File: src/rtl/terminal_reg_bank.sv
// Response queue: a small circular buffer of {addr, data} entries with an occupancy count.
// Latency: a pushed entry is visible at the head one edge later; push and pop may share an edge.
// Backpressure: the caller must not push when full or pop when empty; the full and empty flags report this.
module terminal_reg_bank_fifo #(
    parameter int WIDTH = 48,
    parameter int DEPTH = 4,
    parameter int AW    = $clog2(DEPTH)
) (
    input  logic             CLK,
    input  logic             RESET_N,
    input  logic             push,
    input  logic [WIDTH-1:0] push_dat,
    input  logic             pop,
    output logic [WIDTH-1:0] head_dat,
    output logic             full,
    output logic             empty,
    output logic [AW:0]      level
);

    logic [WIDTH-1:0] mem [DEPTH];
    logic [AW:0]      wr_ptr;
    logic [AW:0]      rd_ptr;

    // The extra pointer bit separates full from empty; pointers wrap modulo 2*DEPTH.
    assign level    = wr_ptr - rd_ptr;
    assign full     = (level == (AW+1)'(DEPTH));
    assign empty    = (wr_ptr == rd_ptr);
    assign head_dat = mem[rd_ptr[AW-1:0]];

    // Pointer update; reset empties the queue so stale entries are never emitted.
    always_ff @(posedge CLK or negedge RESET_N) begin
        if (!RESET_N) begin
            wr_ptr <= '0;
            rd_ptr <= '0;
        end else begin
            if (push) wr_ptr <= wr_ptr + 1'b1;
            if (pop)  rd_ptr <= rd_ptr + 1'b1;
        end
    end

    // Storage array; contents are don't-care until written, so it carries no reset.
    always_ff @(posedge CLK) begin
        if (push) mem[wr_ptr[AW-1:0]] <= push_dat;
    end

endmodule

// Terminal-facing register bank: 16 x 32 registers (ID, 14 r/w, status) with queued read responses.
// Latency: writes take effect on the sampling edge; a read into an idle, empty path raises RSP_TR one edge later.
// Backpressure: responses wait for RSP_BUSY low; reads arriving with the queue full are dropped and flagged.
module terminal_reg_bank #(
    parameter int          DEPTH    = 4,
    parameter logic [31:0] ID_VALUE = 32'h5350_4901
) (
    input  logic        CLK,
    input  logic        RESET_N,
    input  logic        CMD_VALID,
    input  logic [15:0] CMD_ADDR,
    input  logic [31:0] CMD_DATA,
    output logic        RSP_TR,
    output logic [15:0] RSP_ADDR,
    output logic [31:0] RSP_DATA,
    input  logic        RSP_BUSY,
    output logic [31:0] REG1_OUT
);

    localparam int AW = $clog2(DEPTH);
    localparam logic [31:0] BAD_READ_DATA = 32'hDEAD_BEEF;

    typedef enum logic [1:0] {
        IDLE = 2'd0,
        REQ  = 2'd1,
        WAIT = 2'd2
    } rsp_state_t;

    logic [31:0] regs [1:14];
    logic [7:0]  err_cnt;
    logic        ovf;
    rsp_state_t  state;

    logic [3:0]  cmd_idx;
    logic        cmd_rd;
    logic        cmd_wr;
    logic        cmd_bad;
    logic        rd_drop;
    logic        err_inc;
    logic        err_clr;
    logic        reg_wr;
    logic [31:0] rd_val;
    logic [31:0] status_word;
    logic [2:0]  level3;

    logic        fifo_push;
    logic [47:0] fifo_push_dat;
    logic        fifo_pop;
    logic [47:0] fifo_head;
    logic        fifo_full;
    logic        fifo_empty;
    logic [AW:0] fifo_level;

    // Command decode: bit 15 selects read, any of bits 14:4 set marks the command invalid.
    assign cmd_idx = CMD_ADDR[3:0];
    assign cmd_bad = |CMD_ADDR[14:4];
    assign cmd_rd  = CMD_VALID &&  CMD_ADDR[15];
    assign cmd_wr  = CMD_VALID && !CMD_ADDR[15];
    assign reg_wr  = cmd_wr && !cmd_bad && (cmd_idx != 4'd0) && (cmd_idx != 4'd15);
    assign err_clr = cmd_wr && !cmd_bad && (cmd_idx == 4'd15) && CMD_DATA[0];

    // A read that finds the queue full is lost; an invalid one still counts as a single error.
    assign rd_drop = cmd_rd && fifo_full;
    assign err_inc = CMD_VALID && (cmd_bad || rd_drop);

    assign level3      = 3'(fifo_level);
    assign status_word = {16'h0000, err_cnt, 4'h0, ovf, level3};
    assign REG1_OUT    = regs[1];

    // Read mux returns pre-edge contents, so a read of the status sees the level before its own push.
    always_comb begin
        rd_val = 32'h0000_0000;
        if (cmd_idx == 4'd0) begin
            rd_val = ID_VALUE;
        end else if (cmd_idx == 4'd15) begin
            rd_val = status_word;
        end else begin
            for (int i = 1; i <= 14; i++) begin
                if (cmd_idx == 4'(i)) rd_val = regs[i];
            end
        end
    end

    assign fifo_push     = cmd_rd && !fifo_full;
    assign fifo_push_dat = {CMD_ADDR, (cmd_bad ? BAD_READ_DATA : rd_val)};
    assign fifo_pop      = (state == IDLE) && !fifo_empty && !RSP_BUSY;

    terminal_reg_bank_fifo #(
        .WIDTH (48),
        .DEPTH (DEPTH)
    ) u_rsp_fifo (
        .CLK      (CLK),
        .RESET_N  (RESET_N),
        .push     (fifo_push),
        .push_dat (fifo_push_dat),
        .pop      (fifo_pop),
        .head_dat (fifo_head),
        .full     (fifo_full),
        .empty    (fifo_empty),
        .level    (fifo_level)
    );

    // Read/write register file: indices 1..14 take valid writes on the sampling edge.
    always_ff @(posedge CLK or negedge RESET_N) begin
        if (!RESET_N) begin
            for (int i = 1; i <= 14; i++) regs[i] <= 32'h0000_0000;
        end else if (reg_wr) begin
            for (int i = 1; i <= 14; i++) begin
                if (cmd_idx == 4'(i)) regs[i] <= CMD_DATA;
            end
        end
    end

    // Error counter saturates at 255; overflow is sticky until cleared through the status register.
    always_ff @(posedge CLK or negedge RESET_N) begin
        if (!RESET_N) begin
            err_cnt <= 8'd0;
            ovf     <= 1'b0;
        end else if (err_clr) begin
            err_cnt <= 8'd0;
            ovf     <= 1'b0;
        end else begin
            if (err_inc && (err_cnt != 8'hFF)) err_cnt <= err_cnt + 8'd1;
            if (rd_drop)                       ovf     <= 1'b1;
        end
    end

    // Response handshake: pop into the held address/data, raise TR until BUSY is seen, then wait for BUSY to drop.
    always_ff @(posedge CLK or negedge RESET_N) begin
        if (!RESET_N) begin
            state    <= IDLE;
            RSP_TR   <= 1'b0;
            RSP_ADDR <= 16'h0000;
            RSP_DATA <= 32'h0000_0000;
        end else begin
            case (state)
                IDLE: begin
                    if (fifo_pop) begin
                        RSP_ADDR <= fifo_head[47:32];
                        RSP_DATA <= fifo_head[31:0];
                        RSP_TR   <= 1'b1;
                        state    <= REQ;
                    end
                end
                REQ: begin
                    if (RSP_BUSY) begin
                        RSP_TR <= 1'b0;
                        state  <= WAIT;
                    end
                end
                WAIT: begin
                    if (!RSP_BUSY) state <= IDLE;
                end
                default: begin
                    RSP_TR <= 1'b0;
                    state  <= IDLE;
                end
            endcase
        end
    end

endmodule

File: config.mk
export PLATFORM = sky130hd
export DESIGN_NAME = terminal_reg_bank
export DESIGN_NICKNAME = d
export VERILOG_FILES = /design/src/rtl/terminal_reg_bank.sv
export SDC_FILE = /design/constraint.sdc
export NUM_CORES = 1
export LEC_CHECK = 0
export ABC_CLOCK_PERIOD_IN_PS = 4100
export BUFFER_PORTS_ARGS = -buffer_cell sky130_fd_sc_hd__buf_2
export CORE_ASPECT_RATIO = 0.6
export CORE_MARGIN = 2
export CORE_UTILIZATION = 42
export DETAILED_ROUTE_END_ITERATION = 8
export MAX_ROUTING_LAYER = met4
export SETUP_SLACK_MARGIN = 0.02
export SLEW_MARGIN = 20
export SYNTH_ARGS = -nofsm -noshare
export SYNTH_HDL_FRONTEND = slang
export SYNTH_SLANG_ARGS = --single-unit
File: constraint.sdc
create_clock -name CLK -period 4.1 [get_ports CLK]
set_input_delay 0.41 -clock CLK [delete_from_list [all_inputs] [get_ports CLK]]
set_output_delay 0.41 -clock CLK [all_outputs]
set_load 0.03 [all_outputs]
After elaboration in Yosys (flattened, before gate mapping)
Memories as Yosys holds them, arrays and structs flattened. A register that Yosys moved wholly into a read port is not among the register bits.
Cells that the tools add are included.

cells by class
  $add $sub $neg = 4
  equal/unequal tests = 24
  muxes and demuxes = 30
  bitwise gates (word level) = 1
  reduce and logical (&&, ||, !) cells = 43

operators with widths
  operator                                       number
  two-way mux 32 bit                             17
  == test 4 bit, second input constant           8
  AND reduction 2 bit                            15
  == test 4 x 3 -> 1 bit, second input constant  4
  two-way mux 8 bit                              2
  logical AND 1 bit                              13
  OR reduction 11 bit                            1
  adder 8 x 1 -> 8 bit, second input constant    1
  == test 4 x 2 -> 1 bit, second input constant  2
  inequality test 8 bit, second input constant   1
  adder 3 x 1 -> 3 bit, second input constant    2
  zero test 1 bit                                6
  two-way mux 1 bit                              6
  two-way mux 2 bit                              3
  inequality test 2 bit, second input constant   3
  one-hot mux 2 bit (3 select lines)             1
  AND reduction 3 bit                            2
  == test 4 x 1 -> 1 bit, second input constant  1
  zero test 4 bit                                1
  inequality test 4 bit, second input constant   1
  nonzero test 2 bit                             2
  nonzero test 4 bit                             1
  == test 3 bit                                  1
  == test 3 bit, second input constant           1
  other kinds (7)                                7

storage, ports and cells
  flip-flop bits (word level) = 466
  memory bits (writable) = 192
  input bits = 52
  output and inout bits = 81
  word-level logic and storage cells = 123
  memories kept = 1

memory list
  name            words  width  read ports  clocked after memory_dff  wr ports  RTL line  source
  u_rsp_fifo.mem  4      48     1           1                         1         20        logic [WIDTH-1:0] mem [DEPTH];

Longest topological paths before layout
Gate-level depths: netlist of the first run.

  word-level depth = 18
  depth in mapped cells = 10
  mapped depth without buffers = 9

Hierarchy
A second synthesis of the first run with hierarchy kept.

second synthesis, totals
  cells, all modules = 2231
  area, all modules = 31515.2 µm²

modules (own cells, without submodules)
  module                  times used  cells an instance  area an instance (µm²)  seq. area each (µm²)
  terminal_reg_bank       1           1942               24158.2                 12712.2
  terminal_reg_bank_fifo  1           289                7357.1                  5915.7

Worst setup path after synthesis of the first run
No wires, ideal clock.

  path kind = flip-flop to flip-flop
  start point = register u_rsp_fifo.rd_ptr[1]
  end point = memory u_rsp_fifo.mem[3][0], enable pin
  setup time = 412 ps
  arrival = 3707 ps
  required time = 3688 ps
  slack = -19 ps
  stages on the path, launching flop included = 9
  buffers on the path = 2
  clock period less this slack = 4119 ps
  path through = dfrtp_1 buf_1 buf_1 inv_1 fa_1 xnor3_1 and3b_1 nor2_1 and2_1

between the ends
  word-level cells in the longest chain between the ends = 6

RTL lines
  what                                     RTL line  source
  start: declaration                       22        logic [AW:0] rd_ptr;
  start signal: assignment                 37        if (pop) rd_ptr <= rd_ptr + 1'b1;
  subtractor 3 bit                         25        assign level = wr_ptr - rd_ptr;
  == test 3 bit                            26        assign full = (level == (AW+1)'(DEPTH));
  zero test 1 bit                          131       assign fifo_push = cmd_rd && !fifo_full;
  logical AND 1 bit                        131
  two-way mux 1 bit                        43        if (push) mem[wr_ptr[AW-1:0]] <= push_dat;
  two-way mux 1 bit (not written as such)  43
  end: declaration                         20

No other way between the ends.

Worst setup path after layout of the first run
  start point = input CMD_ADDR[4]
  end point = register regs[56] (netlist bit)

between the ends
  word-level cells in the longest chain between the ends = 6

RTL lines
  what                             RTL line  source
  start: declaration               58        input logic [15:0] CMD_ADDR,
  OR reduction 11 bit              103       assign cmd_bad = |CMD_ADDR[14:4];
  zero test 1 bit                  106       assign reg_wr = cmd_wr && !cmd_bad && (cmd_idx != 4'd0) && (cmd_idx != 4'd15);
  logical AND 1 bit (3 in series)  106
  AND reduction 2 bit (no line)    --
  end signal: indexed assignment   156       if (cmd_idx == 4'(i)) regs[i] <= CMD_DATA;
  end: declaration                 76        logic [31:0] regs [1:14];

No other way between the ends.
A chain may end at the register's enable or synchronous reset.

==> results.toml, run 1 <==
[status]
status = "complete, no violations"

[sta]
max_slew_margin_pct = 25.2
grt_setup_unrepaired = "false"
fin_worst_skew_ns = 0.0249
setup_ws_ns = 0.739
fmax_ghz = 0.298
worst_pin_slew_ns = 1.12
finalMaxSlewViolations = 0
setup_viol = 0
min_period_ns = 3.36
tns_ns = 0
hold_viol_final = 0
finalCritPeriodShare_pct = 82.0

[finish]
final_util_pct = 48.2
fin_nets = 2368
fin_area_um2 = 35700
multi_input_area_um2 = 11900
seqCellArea_um2 = 18600
nFillCells = 6468
drive_above_1_share_pct = 34.5
syn2layout_area_growth_pct = 13.1

[yosys]
synth_ff_type = "dfrtp_1"
seq_area_frac_synth_pct = 59.1
ys_ff_latch = 706
synth-edff-count = 192
synth.largest_area_cell = "dfrtp_1"
ys.warnings.count = 0
yosysUniqueCellTypes = 74
async_flop_share_pct = 72.8
synth_top_area_share_pct = 40.8
synth_common_cells = "514 x dfrtp_1, 393 x mux2_2, 192 x edfxtp_1"
synth_area_um2 = 31500
syn_area_per_cell_um2 = 14.3
netlist_instances = 2208
synth_fp_nets = 2269
synthTopCellsByArea = "dfrtp_1 41%, edfxtp_1 18%, mux2_2 14%"
yosysMostFrequentCell = "dfrtp_1"

[flow_run]
cap_violations = 0

[global_route]
grt_pass1_vias = 20700
grtUsageTotal_pct = 24.7
overflow = 0
grt_pass1_wl_um = 138000
antenna_found_initial = 1
grt_max_degree = 103

[routing]
num_vias = 20300
post_drt_via_cell_ratio = 6.07
route.detailed.drc = 0
antenna_left = 0
wl_per_cell_um = 27.5
drtIter0Drc = 2046
drt-pass1-iter-count = 6
routed_wl_um = 92200

[floorplanning]
die_h_um = 216
pin_count = 133
dieArea_um2 = 77400
core_area_um2 = 74000
initial_core_util_pct = 42.6
rows = 77
die_w_um = 358

[cts]
h-tree-depth = 3
clk_latency_ns = 0.62
path_clk_slew_ns = 0.06
clockBufferDepth = 3
cts-root-buf = "clkbuf_16"
cts_tree = "built"
cts_sinks = 706
cts_buffers = 69
cts_setup_buffers = 0

[setup_path]
crit_arrival_ns = 3.85
worst-setup-path-type = "primary input to register"
path_max_fanout = 22
start_kind = "primary input"
cp.required_ns = 4.59
end_kind = "register"

[pwr]
ir_drop_mv = 0.306
power.internal_w = 0.0126
p_leak_nw = 15.9
switching_power_w = 0.00503
p_sw_share_pct = 28.6
clockPowerShare_pct = 34.9
comb_power_share_pct = 19.1
p_per_area_nw_per_um2 = 494
sequentialPowerShare_pct = 46.0
power_w = 0.0176

[place]
dpl.hpwl_um = 60100
place_ws_ns = 0.608
io_buffer_count = 132
routabilityCongestion = 0.903
placed_area_um2 = 33400

[worst_hold_path]
min_path_type = "primary input to register"
==> through the flow <==
stage | instances | hold slack (ns)
floorplan | 2208 | 0.114
global placement | 3215 | 0.460
detailed placement | 3215 | 0.468
CTS | 3346 | 0.00223
global route | 3348 | 0.0128
finish | 3348 | 0.0296
==> layer usage <==
| metal | global-route usage, % | share of wire [%] |
|---|---|---|
| met5 | - | 0 |
| met4 | 5.75 | 2.1 |
| met3 | 5.76 | 8.6 |
| met2 | 35.7 | 44 |
| met1 | 35.5 | 45 |
==> state kept, by name, indices dropped and copies added (netlist names) <==
register,flops
regs,416
state,2
err_cnt,8
u_rsp_fifo.mem,192
u_rsp_fifo.rd_ptr,3
ovf,1
RSP_TR,1
REG1_OUT,32
u_rsp_fifo.wr_ptr,3
RSP_DATA,32
RSP_ADDR,16
==> power groups by stage <==
| stage | sequential [W] | clock [W] | combinational (W) |
|---|---|---|---|
| after global routing | 0.00816 | 0.00662 | 0.00362 |
| after global placement | 0.00821 | 0 | 0.00336 |
| after CTS | 0.00811 | 0.00630 | 0.00343 |
| final | 0.00810 | 0.00616 | 0.00337 |
| after floorplan | 0.00866 | 0 | 0.00178 |
| after detailed placement | 0.00825 | 0 | 0.00340 |
==> path summary, 6_finish.rpt <==
kind | to | start | depth (start not counted) | slack, ns
max in group asynchronous | regs[318] | RESET_N | 3 | 2.52
min in group asynchronous | REG1_OUT[6] | RESET_N | 2 | 0.42
hold / removal | u_rsp_fifo.mem[3][45] | CMD_ADDR[13] | 1 | 0.03
setup reg to reg | u_rsp_fifo.mem[2][24] | u_rsp_fifo.wr_ptr[0] | 9 | 0.77
hold reg to reg | regs[369] | regs[369] | 1 | 0.48
setup / recovery | regs[56] | CMD_ADDR[4] | 9 | 0.74
==> kinds of logic after synthesis <==
group | Yosys count | synth area share, %
AO/OA/AOI/OAI | 371 | 7.98
XOR/XNOR | 9 | 0.294
adder cells (fa/ha/maj) | 9 | 0.381
buffers and inverters | 225 | 3.45
flip-flops | 706 | 59.1
multiplexers | 633 | 24.6
AND/OR/NAND/NOR | 255 | 4.27
==> worst max-delay path, stage by stage <==
cell,delay [ns]
dlygate4sd3_1,0.53
buf_2,0.15
nor4_1,0.59
and3_1,0.33
nand3_4,0.19
buf_4,0.24
nor3_4,0.51
buf_4,0.49
mux2_2,0.39
==> repair_timing <==
| action | CTS | global route |
|---|---|---|
| gates resized for setup | 0 | 0 |
| endpoints found under the hold margin | 110 | 0 |
| hold buffers | 8 | 0 |
==> layout by cell type, fill, tap and decap left out, drive strengths merged, types with 9 or more instances in the layout <==
cell    instances
mux2          535
dfrtp         514
buf           233
edfxtp        192
clkbuf        102
o21ai          87
nand2          70
a21oi          66
nor2           62
mux4           59
mux2i          39
a22oi          31
a211oi         24
nand3          21
nor3           20
o22ai          17
o211ai         17
clkinv         17
a221oi         15
o221ai         14
and2           14
inv            12
nor2b          11
a32oi          10
nand3b         10
a22o            9
nand4           9
==> layout make-up <==
| cell class | count | area share (%) |
|---|---|---|
| antenna | 2 | 0.0140 |
| clock buffer | 102 | 5.57 |
| sequential | 706 | 52.3 |
| timing repair buffer | 241 | 4.73 |
| multi-input combinational | 1277 | 33.4 |
| inverter | 12 | 0.126 |
| clock inverter | 21 | 0.456 |
| tap | 987 | 3.46 |
Note: power is estimated with default switching activity, not from simulation.
==> inputs of run 2 (changes only) <==
- ABC_CLOCK_PERIOD_IN_PS: 4100 -> 3450
- clock period: 4.1 -> 3.45 ns (I/O delays scaled with it)
==> run 2 against run 1 <==
Sequential cell count is the same. Total power increased by 22%. Non-clock buffer count increased by 32. Routed wire length increased by 1.9%. Global-route usage is 0.58 points higher. Worst hold slack better by 0.013 ns. Sequential power rose by 19%. Count of clock-buffer cells in the layout down 8. Register-to-register slack got worse by 0.41 ns. Utilization up 0.72 points. Critical path type is now register to register. Critical endpoint is now u_rsp_fifo.mem[0][25]. Largest cell class unchanged. Largest power group unchanged. Highest routed layer unchanged.
==> results.toml, run 2 (synthesis results as in run 1) <==
[sta]
finalMaxSlewViolations = 0
grt_setup_unrepaired = "false"
worst_pin_slew_ns = 1.09
setup_ws_ns = 0.361
fin_worst_skew_ns = 0.0296
fmax_ghz = 0.324
min_period_ns = 3.09
setup_viol = 0
max_slew_margin_pct = 26.9
finalCritPeriodShare_pct = 89.5
hold_viol_final = 0

[place]
dpl.hpwl_um = 61800
placedCellCount = 3242
place_ws_ns = 0.132
io_buffer_count = 132
routabilityCongestion = 0.917

[finish]
final_common_cell = "dfrtp_1"
syn2layout_area_growth_pct = 14.8
final_cell_mix = "512 x dfrtp_1, 393 x mux2_2, 192 x edfxtp_1, 142 x mux2_1, 128 x buf_2"
fin_nets = 2400
drive_above_1_share_pct = 35.3
largest_reg_flops = 416
seqCellArea_um2 = 18600
multi_input_area_um2 = 11900
final_util_pct = 48.9
final_cells = 3379
regMostFlops = "regs"
nFillCells = 6439

[setup_path]
cp.required_ns = 3.70
start_kind = "register"
end_kind = "register"
path_max_fanout = 25
slowest_delay_ns = 0.42
crit_slowest_cell = "xnor3_1"
crit_arrival_ns = 3.34
cp_cell_sequence = "inv_1 -> ha_1 -> inv_1 -> fa_1 -> xnor3_1 -> and3b_1 -> nor2_1 -> and2_2 -> buf_4"
worst-setup-path-type = "register to register"
cp_common_cell = "inv_1"

[routing]
route.detailed.drc = 0
routed_wl_um = 93900
antenna_left = 0
drtIter0Drc = 2225
post_drt_via_cell_ratio = 6.01
drt-pass1-iter-count = 7
wl_per_cell_um = 27.8
num_vias = 20300

[floorplanning]
rows = 77
dieArea_um2 = 77400
initial_core_util_pct = 42.6
core_area_um2 = 74000
die_w_um = 358
die_h_um = 216
pin_count = 133

[worst_hold_path]
min_path_type = "primary input to register"

[cts]
cts-resized-gates = 0
cts_tree = "built"
clockBufferDepth = 3
cts-root-buf = "clkbuf_16"
cts_buffers = 69
h-tree-depth = 3
clk_latency_ns = 0.63
path_clk_slew_ns = 0.06
cts_setup_buffers = 0
cts_sinks = 706

[global_route]
antenna_found_initial = 0
grt_pass1_vias = 20800
grt_max_degree = 91
grt_pass1_wl_um = 141000
overflow = 0
grtUsageTotal_pct = 25.3

[status]
status = "complete, no violations"

[flow_run]
cap_violations = 0

[pwr]
ir_drop_mv = 0.404
p_leak_nw = 16.1
p_per_area_nw_per_um2 = 595
run 2: path summary, 6_finish.rpt:
path	from	to	slack, ns	cells past startpoint
max	u_rsp_fifo.wr_ptr[0]	u_rsp_fifo.mem[0][25]	0.36	9
min	CMD_ADDR[15]	u_rsp_fifo.mem[3][47]	0.04	1
max reg2reg	u_rsp_fifo.wr_ptr[0]	u_rsp_fifo.mem[0][25]	0.36	9
min reg2reg	regs[359]	regs[359]	0.48	1
max in group asynchronous	RESET_N	regs[320]	2.07	3
min in group asynchronous	RESET_N	REG1_OUT[3]	0.39	2
run 2: layout make-up:
class	count	area share, %
sequential	706	51.5
clock inverter	29	0.972
antenna	1	0.00691
tap	987	3.41
timing repair buffer	273	5.67
clock buffer	94	5.46
multi-input combinational	1277	32.9
inverter	12	0.124
run 2: critical path, delay by kind of cell (launching register included):
kind / cells / cell delay, ns
buffers and inverters: 3 / 0.56
XOR/XNOR: 1 / 0.42
flip-flops: 1 / 0.40
adder cells (fa/ha/maj): 2 / 0.55
AND/OR/NAND/NOR: 3 / 0.77
run 2: metrics by stage:
stage          power [W]  TNS [ns]  hold WS [ns]  cell area, µm²
4_1_cts           0.0217         0       0.00712           36200
6_report          0.0215         0        0.0429           36200
3_3_place_gp      0.0138         0         0.458           33700
5_1_grt           0.0224         0        0.0352           36200
2_1_floorplan     0.0124    -20.96        0.0494           31500
3_5_place_dp      0.0139         0         0.469           33700
run 2: repair_timing:
action / CTS / global route
setup endpoints to repair: 0 / 0
endpoints found under the hold margin: 124 / 0
hold buffers: 13 / 0
run 2: power by group:
| part | total, W | leakage [nW] | internal, W | switching, W |
|---|---|---|---|---|
| logic | 0.00403 | 6.18 | 0.00160 | 0.00244 |
| registers | 0.00965 | 8.84 | 0.00931 | 0.000342 |
| clock network | 0.00786 | 1.13 | 0.00456 | 0.00330 |
run 2: metal layers:
| layer | global-route usage (%) | vias up | wire length, µm |
|---|---|---|---|
| met5 | - | - | 0 |
| met4 | 5.90 | 0 | 1950 |
| met3 | 6.13 | 138 | 7870 |
| met2 | 35.8 | 856 | 40800 |
| met1 | 36.8 | 10800 | 43300 |
| li1 | - | 8548 | - |
==> inputs of run 3 (changes only) <==
- ABC_AREA: default -> 1
- SLEW_MARGIN: 20 -> 40
==> run 3 against run 2 <==
Setup slack better by 0.24 ns. Worst hold slack lost 0.0061 ns. Clock skew down 0.011 ns. Largest cell class unchanged. Die area shrank 4.5%. First-iteration DRC count fell by 6.4%. Cell count grew 28%. Count of clock-buffer cells in the layout increased by 13.
==> results.toml, run 3 <==
[setup_path]
crit_arrival_ns = 3.31
r2r-start = "u_rsp_fifo.wr_ptr[0]"
ff2ff_setup_slack_ns = 0.60
rr_worst_depth = 11
path_max_fanout = 38
r2r-end = "u_rsp_fifo.mem[2][19]"
worstSetupStartpoint = "CMD_ADDR[5]"
end_kind = "register"
worst-setup-path-type = "primary input to register"
start_kind = "primary input"
cp.required_ns = 3.91
worstSetupEndpoint = "regs[69]"

[place]
io_buffer_count = 132
dpl.hpwl_um = 51400
routabilityCongestion = 0.805

[routing]
met1Wirelength_um = 39800
routed.top_layer = "met4"
antenna_left = 0
routed_wl_um = 78300
drtIter0Drc = 2082
route.detailed.drc = 0
wl_per_cell_um = 18.1
drt-pass1-iter-count = 5
post_drt_via_cell_ratio = 5.17
num_vias = 22300
route.met3.wl_um = 4130
wl_met2_um = 33300

[pwr]
power_w = 0.0213
ir_drop_mv = 0.491
p_leak_nw = 14.8
p_per_area_nw_per_um2 = 625

[sta]
max_slew_margin_pct = 46.1
finalMaxSlewViolations = 0
worst_pin_slew_ns = 0.807
fin_worst_skew_ns = 0.0189
min_period_ns = 2.85
finalCritPeriodShare_pct = 82.6
hold_viol_final = 0
hold_slack_ns = 0.0367
setup_viol = 0
fmax_ghz = 0.351
grt_setup_unrepaired = "false"

[cts]
clockBufferDepth = 3
h-tree-depth = 3
path_clk_slew_ns = 0.06
cts_sinks = 706
clk_latency_ns = 0.62
cts-root-buf = "clkbuf_16"
cts_tree = "built"
cts_buffers = 70

[yosys]
syn_area_per_cell_um2 = 9.16
ys.warnings.count = 0
yosysUniqueCellTypes = 39
ys_ff_latch = 706
async_flop_share_pct = 72.8
synth.largest_area_cell = "dfrtp_1"
synth_top_area_share_pct = 42.7
synth_ff_type = "dfrtp_1"
synth_fp_nets = 3344
yosysMostFrequentCell = "nand2_1"
synth-edff-count = 192
netlist_instances = 3283
synth_common_cells = "916 x nand2_1, 514 x dfrtp_1, 373 x nor2_1"
synthTopCellsByArea = "dfrtp_1 43%, edfxtp_1 19%, nand2_1 11%"
synth_area_um2 = 30100
seq_area_frac_synth_pct = 61.9

[global_route]
grt_max_degree = 99
overflow = 0
antenna_found_initial = 4
grtUsageTotal_pct = 22.4
grt_pass1_wl_um = 125000
grt_pass1_vias = 21300

[finish]
final_cell_mix = "912 x nand2_1, 512 x dfrtp_1, 364 x nor2_1, 324 x o21ai_1, 235 x o21ai_0"
regMostFlops = "regs"
fin_nets = 3400
largest_reg_flops = 416
final_common_cell = "nand2_1"
syn2layout_area_growth_pct = 13.1
drive_above_1_share_pct = 11.4

[floorplanning]
dieArea_um2 = 73900
initial_core_util_pct = 42.8
rows = 75
pin_count = 133
core_area_um2 = 70400
die_h_um = 211
die_w_um = 350

[flow_run]
cap_violations = 0

[status]
status = "complete, no violations"

[worst_hold_path]
min_path_type = "primary input to register"
==> run 3: cell count changes after synthesis, moves of 142 or more <==
cell and delta:
nand2_1 +846, mux2_2 -393, o21ai_1 +324, nor2_1 +317
inv_1 +151, o21ai_0 +148, mux2_1 -142
==> run 3: area by class of cell <==
type / instances / area, µm²
diodes: 2 / 5.00
clock buffers: 107 / 2040
clock inverters: 17 / 168
fillers: 6654 / 36300
inverters: 171 / 643
multi-input cells: 2170 / 9740
flip-flops and latches: 706 / 18600
well taps: 924 / 1160
repair buffers: 220 / 1650
==> run 3: power by group <==
part           internal (W)  leakage [nW]  switching, W
clock               0.00425          1.06       0.00325
sequential          0.00932          8.85      0.000334
combinational       0.00115          4.91       0.00298
==> run 3: through the flow <==
step / area [µm²] / setup TNS, ns / worst slack, ns / instances / utilization, %
finish: 34000 / 0 / 0.602 / 4317 / 48.4
global route: 34000 / 0 / 0.379 / 4317 / 48.4
CTS: 34000 / 0 / 0.592 / 4315 / 48.4
detailed placement: 31700 / 0 / 0.444 / 4178 / 45.0
global placement: 31700 / 0 / 0.514 / 4178 / 45.0
floorplan: 30100 / -97.44 / -0.677 / 3283 / -
==> run 3: cell families after synthesis <==
logic type,count (synthesis),share of synthesized area [%]
adder cells (fa/ha/maj),9,0.399
XOR/XNOR,6,0.175
flip-flops,706,61.9
AND/OR/NAND/NOR,1489,20.3
buffers and inverters,407,5.88
AO/OA/AOI/OAI,666,11.3
==> run 3: layer usage <==
metal | track usage [%] | vias to the layer above
met2 | 31.6 | 510
li1 | - | 10900
met1 | 34.2 | 10800
met5 | - | -
met4 | 4.15 | 0
met3 | 3.55 | 84
==> run 3: worst min path at each step <==
stage,start,end,slack [ns],cells past startpoint
after global routing,CMD_ADDR[3],u_rsp_fifo.mem[3][35],0.03,1
final,CMD_ADDR[3],u_rsp_fifo.mem[0][35],0.04,1
after CTS,CMD_ADDR[3],u_rsp_fifo.mem[2][35],0.02,1
after detailed placement,RESET_N,RSP_ADDR[4],0.35,1
after global placement,RESET_N,RSP_ADDR[4],0.37,1
after floorplan,RESET_N,REG1_OUT[0],0.05,0
==> run 3: worst max-delay path: stages <==
cell           delay (ns)
dlygate4sd3_1        0.53
buf_2                0.16
nor2_1               0.18
nand2_1              0.10
nor4_2               0.14
nand2_1              0.16
clkinv_1             0.10
nand3_2              0.13
nor2_4               0.65
nand2_4              0.37
buf_12               0.29
nand2_1              0.07
o21ai_1              0.06
==> run 3: what timing repair did <==
item	CTS	global route
resized for setup	0	0
hold endpoints to repair	98	0
setup buffers	0	0
hold buffers	13	0
